<file path="src/rtl/etapa_decodificacion_pkg.sv">
// paquete_decodificacion: shared definitions for the RV32I decode stage.
//   - RV32I major opcodes used by decode and hazard detection
//   - default NOP instruction loaded into IF/ID on reset or flush
//   - immediate-format enum and instruction field positions
//   - tipo_de_opcode(): maps an opcode to its immediate format
// Configuration macro: BYPASS_WB_EN (consumed by the register file and the top).
package paquete_decodificacion;

    localparam logic [6:0] OP_LOAD   = 7'b0000011;
    localparam logic [6:0] OP_IMM    = 7'b0010011;
    localparam logic [6:0] OP_JALR   = 7'b1100111;
    localparam logic [6:0] OP_STORE  = 7'b0100011;
    localparam logic [6:0] OP_BRANCH = 7'b1100011;
    localparam logic [6:0] OP_LUI    = 7'b0110111;
    localparam logic [6:0] OP_AUIPC  = 7'b0010111;
    localparam logic [6:0] OP_JAL    = 7'b1101111;
    localparam logic [6:0] OP_REG    = 7'b0110011;

    // addi x0,x0,0
    localparam logic [31:0] INSTR_NOP_POR_DEFECTO = 32'h00000013;

    localparam int unsigned POS_RD_LSB  = 7;
    localparam int unsigned POS_RS1_LSB = 15;
    localparam int unsigned POS_RS2_LSB = 20;
    localparam int unsigned ANCHO_REG   = 5;

    typedef enum logic [2:0] {
        IMM_NINGUNO,
        IMM_I,
        IMM_S,
        IMM_B,
        IMM_U,
        IMM_J
    } tipo_imm_t;

    function automatic tipo_imm_t tipo_de_opcode(input logic [6:0] opcode);
        tipo_imm_t tipo;
        case (opcode)
            OP_LOAD, OP_IMM, OP_JALR: tipo = IMM_I;
            OP_STORE:                 tipo = IMM_S;
            OP_BRANCH:                tipo = IMM_B;
            OP_LUI, OP_AUIPC:         tipo = IMM_U;
            OP_JAL:                   tipo = IMM_J;
            default:                  tipo = IMM_NINGUNO;
        endcase
        return tipo;
    endfunction

endpackage

</file>
<file path="src/rtl/etapa_decodificacion_banco_registros.sv">
// banco_registros: RV32I integer register file, 2 read ports, 1 write port.
//   clk, reinicio_n          clock (rising edge), async active-low reset (clears all)
//   dir_lectura1/2           read addresses (combinational read)
//   dato_lectura1/2          read data; x0 always reads 0
//   escritura_habilitada     write enable (writes to x0 are dropped)
//   dir_escritura            write address
//   dato_escritura           write data
// BYPASS_WB_EN defined: a read hitting the address being written this cycle
// returns the incoming data instead of the stored value.
module banco_registros
    import paquete_decodificacion::*;
#(
    parameter int unsigned ANCHO_DATOS   = 32,
    parameter int unsigned NUM_REGISTROS = 32
)(
    input  logic                   clk,
    input  logic                   reinicio_n,
    input  logic [ANCHO_REG-1:0]   dir_lectura1,
    input  logic [ANCHO_REG-1:0]   dir_lectura2,
    output logic [ANCHO_DATOS-1:0] dato_lectura1,
    output logic [ANCHO_DATOS-1:0] dato_lectura2,
    input  logic                   escritura_habilitada,
    input  logic [ANCHO_REG-1:0]   dir_escritura,
    input  logic [ANCHO_DATOS-1:0] dato_escritura
);

    logic [ANCHO_DATOS-1:0] r_regs [NUM_REGISTROS];
    logic                   w_escribe;

    assign w_escribe = escritura_habilitada && (dir_escritura != '0);

    always_ff @(posedge clk or negedge reinicio_n) begin
        if (!reinicio_n) begin
            for (int unsigned i = 0; i < NUM_REGISTROS; i++) begin
                r_regs[i] <= '0;
            end
        end else if (w_escribe) begin
            r_regs[dir_escritura] <= dato_escritura;
        end
    end

    always_comb begin
        dato_lectura1 = '0;
        dato_lectura2 = '0;
        if (dir_lectura1 != '0) begin
            dato_lectura1 = r_regs[dir_lectura1];
`ifdef BYPASS_WB_EN
            if (w_escribe && (dir_escritura == dir_lectura1)) dato_lectura1 = dato_escritura;
`endif
        end
        if (dir_lectura2 != '0) begin
            dato_lectura2 = r_regs[dir_lectura2];
`ifdef BYPASS_WB_EN
            if (w_escribe && (dir_escritura == dir_lectura2)) dato_lectura2 = dato_escritura;
`endif
        end
    end

endmodule

</file>
<file path="src/rtl/etapa_decodificacion.sv">
// etapa_decodificacion: RV32I decode stage feeding the ID/EX register.
//   Holds the IF/ID latch, the register file, immediate generation and
//   load-use hazard detection. Outputs are combinational from IF/ID + regfile.
// Ports:
//   clk, reinicio_n                    clock, async active-low reset
//   pc_entrada, instruccion_entrada    fetched PC / instruction
//   vaciar                             flush from EX (wins over stall)
//   escritura_habilitada_wb, registro_destino_wb, dato_wb   write-back port
//   lectura_mem_ex, registro_destino_ex                     load in EX
//   pc_salida, registro1_salida, registro2_salida, extension_signo_salida
//   registro_destino_salida, lectura_mem_salida, escritura_reg_salida,
//   valido_salida (0 = bubble), parar_if (hold PC/fetch)
// Configuration macro: BYPASS_WB_EN. When undefined, a pending write-back to
// a source register also stalls one cycle so the write lands before the read.
module etapa_decodificacion
    import paquete_decodificacion::*;
#(
    parameter int unsigned ANCHO_DATOS   = 32,
    parameter int unsigned NUM_REGISTROS = 32,
    parameter logic [31:0] INSTR_NOP     = INSTR_NOP_POR_DEFECTO
)(
    input  logic                   clk,
    input  logic                   reinicio_n,
    input  logic [ANCHO_DATOS-1:0] pc_entrada,
    input  logic [31:0]            instruccion_entrada,
    input  logic                   vaciar,
    input  logic                   escritura_habilitada_wb,
    input  logic [4:0]             registro_destino_wb,
    input  logic [ANCHO_DATOS-1:0] dato_wb,
    input  logic                   lectura_mem_ex,
    input  logic [4:0]             registro_destino_ex,
    output logic [ANCHO_DATOS-1:0] pc_salida,
    output logic [ANCHO_DATOS-1:0] registro1_salida,
    output logic [ANCHO_DATOS-1:0] registro2_salida,
    output logic [31:0]            extension_signo_salida,
    output logic [4:0]             registro_destino_salida,
    output logic                   lectura_mem_salida,
    output logic                   escritura_reg_salida,
    output logic                   valido_salida,
    output logic                   parar_if
);

    logic [ANCHO_DATOS-1:0] r_pc;
    logic [31:0]            r_instr;
    logic                   r_valido;

    logic [6:0]           w_opcode;
    logic [4:0]           w_rs1, w_rs2, w_rd;
    tipo_imm_t            w_tipo;
    logic [31:0]          w_imm;
    logic                 w_usa_rs1, w_usa_rs2, w_escribe_rd;
    logic                 w_riesgo_carga, w_riesgo_wb, w_riesgo, w_burbuja;

    assign w_opcode = r_instr[6:0];
    assign w_rd     = r_instr[POS_RD_LSB  +: ANCHO_REG];
    assign w_rs1    = r_instr[POS_RS1_LSB +: ANCHO_REG];
    assign w_rs2    = r_instr[POS_RS2_LSB +: ANCHO_REG];
    assign w_tipo   = tipo_de_opcode(w_opcode);

    always_comb begin
        w_imm = '0;
        case (w_tipo)
            IMM_I: w_imm = {{20{r_instr[31]}}, r_instr[31:20]};
            IMM_S: w_imm = {{20{r_instr[31]}}, r_instr[31:25], r_instr[11:7]};
            IMM_B: w_imm = {{19{r_instr[31]}}, r_instr[31], r_instr[7],
                            r_instr[30:25], r_instr[11:8], 1'b0};
            IMM_U: w_imm = {r_instr[31:12], 12'b0};
            IMM_J: w_imm = {{11{r_instr[31]}}, r_instr[31], r_instr[19:12],
                            r_instr[20], r_instr[30:21], 1'b0};
            default: w_imm = '0;
        endcase
    end

    assign w_usa_rs1    = (w_tipo != IMM_U) && (w_tipo != IMM_J);
    assign w_usa_rs2    = (w_opcode == OP_REG) || (w_tipo == IMM_S) || (w_tipo == IMM_B);
    assign w_escribe_rd = (w_opcode == OP_REG) || (w_tipo == IMM_I) ||
                          (w_tipo == IMM_U) || (w_tipo == IMM_J);

    assign w_riesgo_carga = lectura_mem_ex && (registro_destino_ex != '0) &&
                            ((w_usa_rs1 && (registro_destino_ex == w_rs1)) ||
                             (w_usa_rs2 && (registro_destino_ex == w_rs2)));

`ifdef BYPASS_WB_EN
    assign w_riesgo_wb = 1'b0;
`else
    // Without the bypass, a same-cycle write-back to a source would be read
    // stale; stall one cycle so the stored value is current.
    assign w_riesgo_wb = escritura_habilitada_wb && (registro_destino_wb != '0) &&
                         ((w_usa_rs1 && (registro_destino_wb == w_rs1)) ||
                          (w_usa_rs2 && (registro_destino_wb == w_rs2)));
`endif

    assign w_riesgo  = r_valido && (w_riesgo_carga || w_riesgo_wb);
    assign parar_if  = w_riesgo && !vaciar;
    assign w_burbuja = w_riesgo || vaciar || !r_valido;

    always_ff @(posedge clk or negedge reinicio_n) begin
        if (!reinicio_n) begin
            r_pc     <= '0;
            r_instr  <= INSTR_NOP;
            r_valido <= 1'b0;
        end else if (vaciar) begin
            r_pc     <= '0;
            r_instr  <= INSTR_NOP;
            r_valido <= 1'b0;
        end else if (!parar_if) begin
            r_pc     <= pc_entrada;
            r_instr  <= instruccion_entrada;
            r_valido <= 1'b1;
        end
    end

    banco_registros #(
        .ANCHO_DATOS   (ANCHO_DATOS),
        .NUM_REGISTROS (NUM_REGISTROS)
    ) u_banco (
        .clk                  (clk),
        .reinicio_n           (reinicio_n),
        .dir_lectura1         (w_rs1),
        .dir_lectura2         (w_rs2),
        .dato_lectura1        (registro1_salida),
        .dato_lectura2        (registro2_salida),
        .escritura_habilitada (escritura_habilitada_wb),
        .dir_escritura        (registro_destino_wb),
        .dato_escritura       (dato_wb)
    );

    assign pc_salida               = r_pc;
    assign extension_signo_salida  = w_imm;
    assign valido_salida           = !w_burbuja;
    assign registro_destino_salida = w_burbuja ? 5'd0 : w_rd;
    assign lectura_mem_salida      = !w_burbuja && (w_opcode == OP_LOAD);
    assign escritura_reg_salida    = !w_burbuja && w_escribe_rd && (w_rd != 5'd0);

endmodule
</file>
<file path="config.mk">
export PLATFORM = sky130hd
export DESIGN_NAME = etapa_decodificacion
export DESIGN_NICKNAME = d
export VERILOG_FILES = /design/src/rtl/etapa_decodificacion_pkg.sv /design/src/rtl/etapa_decodificacion_banco_registros.sv /design/src/rtl/etapa_decodificacion.sv
export SDC_FILE = /design/constraint.sdc
export NUM_CORES = 2
export LEC_CHECK = 0
export BUFFER_PORTS_ARGS = -buffer_cell sky130_fd_sc_hd__buf_2
export CAP_MARGIN = 20
export CORE_ASPECT_RATIO = 0.75
export CORE_MARGIN = 2
export CORE_UTILIZATION = 50
export CTS_CLUSTER_DIAMETER = 60
export DETAILED_ROUTE_END_ITERATION = 8
export PLACE_DENSITY = 0.69
export SYNTH_ARGS = -nofsm -noshare
export SYNTH_HDL_FRONTEND = slang
export SYNTH_SLANG_ARGS = --single-unit
</file>
<file path="constraint.sdc">
create_clock -name clk -period 2 [get_ports clk]
set_input_delay 0.1 -clock clk [delete_from_list [all_inputs] [get_ports clk]]
set_output_delay 0.1 -clock clk [all_outputs]
set_load 0.01 [all_outputs]
</file>
==> summary.md <==
| Metric | Value |
|---|---|
| CTS root buf | clkbuf_16 |
| Clock share of power | 33.9% |
| Switching share of power | 27.2% |
| Max-slew headroom | 49.9% |
| Critical Path Sink Type | output port |
| Comb power frac | 22.2% |
| NetSw | 18.0 mW |
| Core Region | 114000 µm² |
| Worst Setup Slack, final | -1.20 ns |
| Worst Max-Slew Pin Slew | 0.750 ns |
| Max_cap viols | 0 |
| R2R cell count | 17 |
| Placed cells | 5383 |
| Power density cells | 923 nW/µm² |
| Grt total ovfl | 0 |
| Clk buf depth | 3 |
| Largest net degree at the start of global routing | 124 |
| Area leader, netlist | dfrtp_1 |
| Total number of yosys warnings | 0 |
| DP HPWL | 108000 µm |
| IO Count | 248 |
| Worst Hold Depth | 2 |
| Final ANT Viol Nets | 0 |
| Avg Inst Size Synth | 15.6 µm² |
| Final Critical Period | 3.20 ns |
| Synth unique cells | 46 |
| CTS tree | built |
| Worst Path Arrival | 3.10 ns |
| CP Class | flip-flop to output port |
| Total routed wirelength | 175000 µm |
| Crit share post-route | 160% |
| Worst setup SP type | flip-flop |
| Syn Nets | 3799 |
| Total global-route track usage | 29.4% |
| CTS HTree Levels | 3 |
| Share of the synthesized area in the top cell type | 47.1% |
| Share of layout cells above drive strength 1 | 64.0% |
| Die ar. | 118000 µm² |
| First-pass GRT wire length | 260000 µm |
| Main area contributors after synthesis | dfrtp_1, mux4_2, mux2_2 |
| Area delta synth->final | 24.5% |
| R2r setup slk | -1.15 ns |
| Post-Syn Area | 57700 µm² |
| Total CTS buffers | 114 |
| Num rows | 107 |
| # nets final | 4302 |
| Clock Latency Late Sink | 0.75 ns |
| Reg2reg end | r_instr[20] |
| Avg WL per Cell | 30.1 µm |
| Fmax achieved | 313 MHz |
| Outcome | complete, but fails checks |
| Post-synth EDFFs | 0 |
| Setup_tns | -164.42 ns |
| TritonRoute pass-1 iters | 7 |
| Clk pin slew, worst setup/hold paths | 0.06 ns |
| Hold slack final | 0.0341 ns |
| R2r startpoint | r_instr[20] |
| Critical Path Fanout Max | 6 |
| Failing checks | setup timing |
| Initial Util | 50.6% |
| RSZ-0062 raised after global routing | yes |
| Int Power | 48.2 mW |
| Final hold vios | 0 |
| Hold Path Class | input port to flip-flop |
| Footprint of the multi-input gates | 29200 µm² |
| I/O Buffers | 247 |
| Vias in the first global route | 38940 |
| Non-filler cells in the finished layout | 5816 |
| Antenna violations before repair | 3 |
| Finished Core Util | 63.0% |
| Most frequent cells in the layout | dfrtp_1, mux2_2, mux4_2, buf_2, buf_4 |
| Commonest non-fill, non-tap cell in the layout | dfrtp_1 |
| Register share of total power | 44.0% |
| FF/Latch Area | 27300 µm² |
| Min-Delay Endpoint | u_banco.r_regs[909] |
| Final Max Tran Viols | 0 |
| Peak VDD IR | 0.756 mV |
| Drt via density | 6.48 |
| Drt initial violations | 3412 |
| Static leakage | 30.9 nW |
| Die W | 396 µm |
| Filler Cell Count | 8046 |
| Hold Crit Start | dato_wb[13] |
| Yosys reg bits | 1089 |
| Mapped Cells | 3688 |
| Sequential share of the synthesized area | 47.2% |
| Vias | 37702 |
| GP Congestion | 0.843 |
| Setup violators final | 169 |
| Clock sink total | 1089 |
| Die span in y | 298 µm |
| Residual DRC | 0 |
| Main synth FF type | dfrtp_1 |
| Worst Skew | 0.0198 ns |
| Critical Path RT | 1.90 ns |
| Ys async rst share | 100% |
## how the worst max path moves through the flow
stage	from	endpoint	slack, ns	depth (start not counted)
2_1_floorplan	r_instr[20]	registro2_salida[25]	-0.01	7
3_3_place_gp	r_instr[20]	registro2_salida[17]	-0.48	7
3_5_place_dp	r_instr[20]	registro2_salida[5]	-0.48	7
4_1_cts	r_instr[15]	registro1_salida[22]	-1.23	9
5_1_grt	r_instr[20]	registro2_salida[19]	-1.26	8
6_report	r_instr[15]	registro1_salida[20]	-1.20	9
## registers in the layout (all words and copies together), names as in the netlist
signal / count
r_instr: 32
pc_salida: 32
r_valido: 1
u_banco.r_regs: 1024
## through the flow
step / area [µm²] / setup WS, ns / power, mW
after floorplan: 58100 / -0.0149 / 38.1
after global placement: 63800 / -0.476 / 42.1
after detailed placement: 63800 / -0.482 / 42.7
after CTS: 70500 / -1.23 / 65.9
after global routing: 71800 / -1.26 / 68.9
final: 71800 / -1.20 / 66.3
## critical path: stages, from the launching register on
cell and delay (ns):
dfrtp_4 0.44, buf_12 0.16, buf_12 0.15, buf_8 0.14, buf_16 0.14, mux4_2 0.51, mux4_2 0.47, nand2_2 0.10
o21ai_2 0.07, buf_2 0.15
## power by group through the flow
stage	Combinational (mW)	Clock, mW	Sequential, mW
detailed placement	13.4	0	29.3
global route	15.6	23.6	29.6
floorplan	9.93	0	28.2
CTS	14.2	22.7	29.0
global placement	13.1	0	29.0
finish	14.7	22.4	29.1
## per-layer routing
metal | wire [µm] | vias to the layer above | track usage [%] | share of wire (%)
met3 | 14000 | 374 | 5.73 | 8.0
met5 | 0 | - | 0 | 0
met4 | 6180 | 0 | 8.90 | 3.5
met2 | 81800 | 1680 | 45.3 | 47
met1 | 73100 | 20500 | 42.8 | 42
li1 | - | 15148 | - | -
## cells in the mapped netlist, types with 3 or more instances
cell type	instances
dfstp_2	3
inv_1	72
xor2_1	8
nor2_1	33
buf_12	7
nand3_1	5
nor3_1	9
buf_6	3
nor3b_1	4
mux2_2	992
a22o_1	4
buf_1	74
nor4_1	5
a21o_1	20
clkbuf_1	216
nor2b_1	8
buf_2	100
a21oi_1	3
mux2i_1	64
nand4_1	3
buf_4	14
o21ai_1	63
o21ai_0	4
xnor2_1	12
dfrtp_1	1086
nand2_1	209
mux4_2	640
nand3b_1	4
## layout make-up
cell class	instances	share of cell area, %
Antenna cell	3	0.0105
Clock buffer	155	4.55
Clock inverter	57	0.948
Inverter	73	0.383
Multi-Input combinational cell	2112	40.6
Sequential cell	1089	38.0
Tap cell	1526	2.66
Timing Repair Buffer	801	12.8
## logic make-up after synthesis
family / share of synthesized area [%]
AO/OA/AOI/OAI: 1.07
XOR/XNOR: 0.304
buffers and inverters: 3.71
flip-flops: 47.2
multiplexers: 45.5
AND/OR/NAND/NOR: 2.20
## timing repair
| action | CTS | global route |
|---|---|---|
| endpoints found under the hold margin | 1979 | 0 |
| endpoints found under the setup margin | 169 | 169 |
| hold buffers | 100 | 0 |
| setup buffers | 50 | 48 |
| gates resized for setup | 203 | 179 |
| pin swaps | 14 | 16 |
| cloned | 17 | 21 |
(Power assumes the default switching activity.)
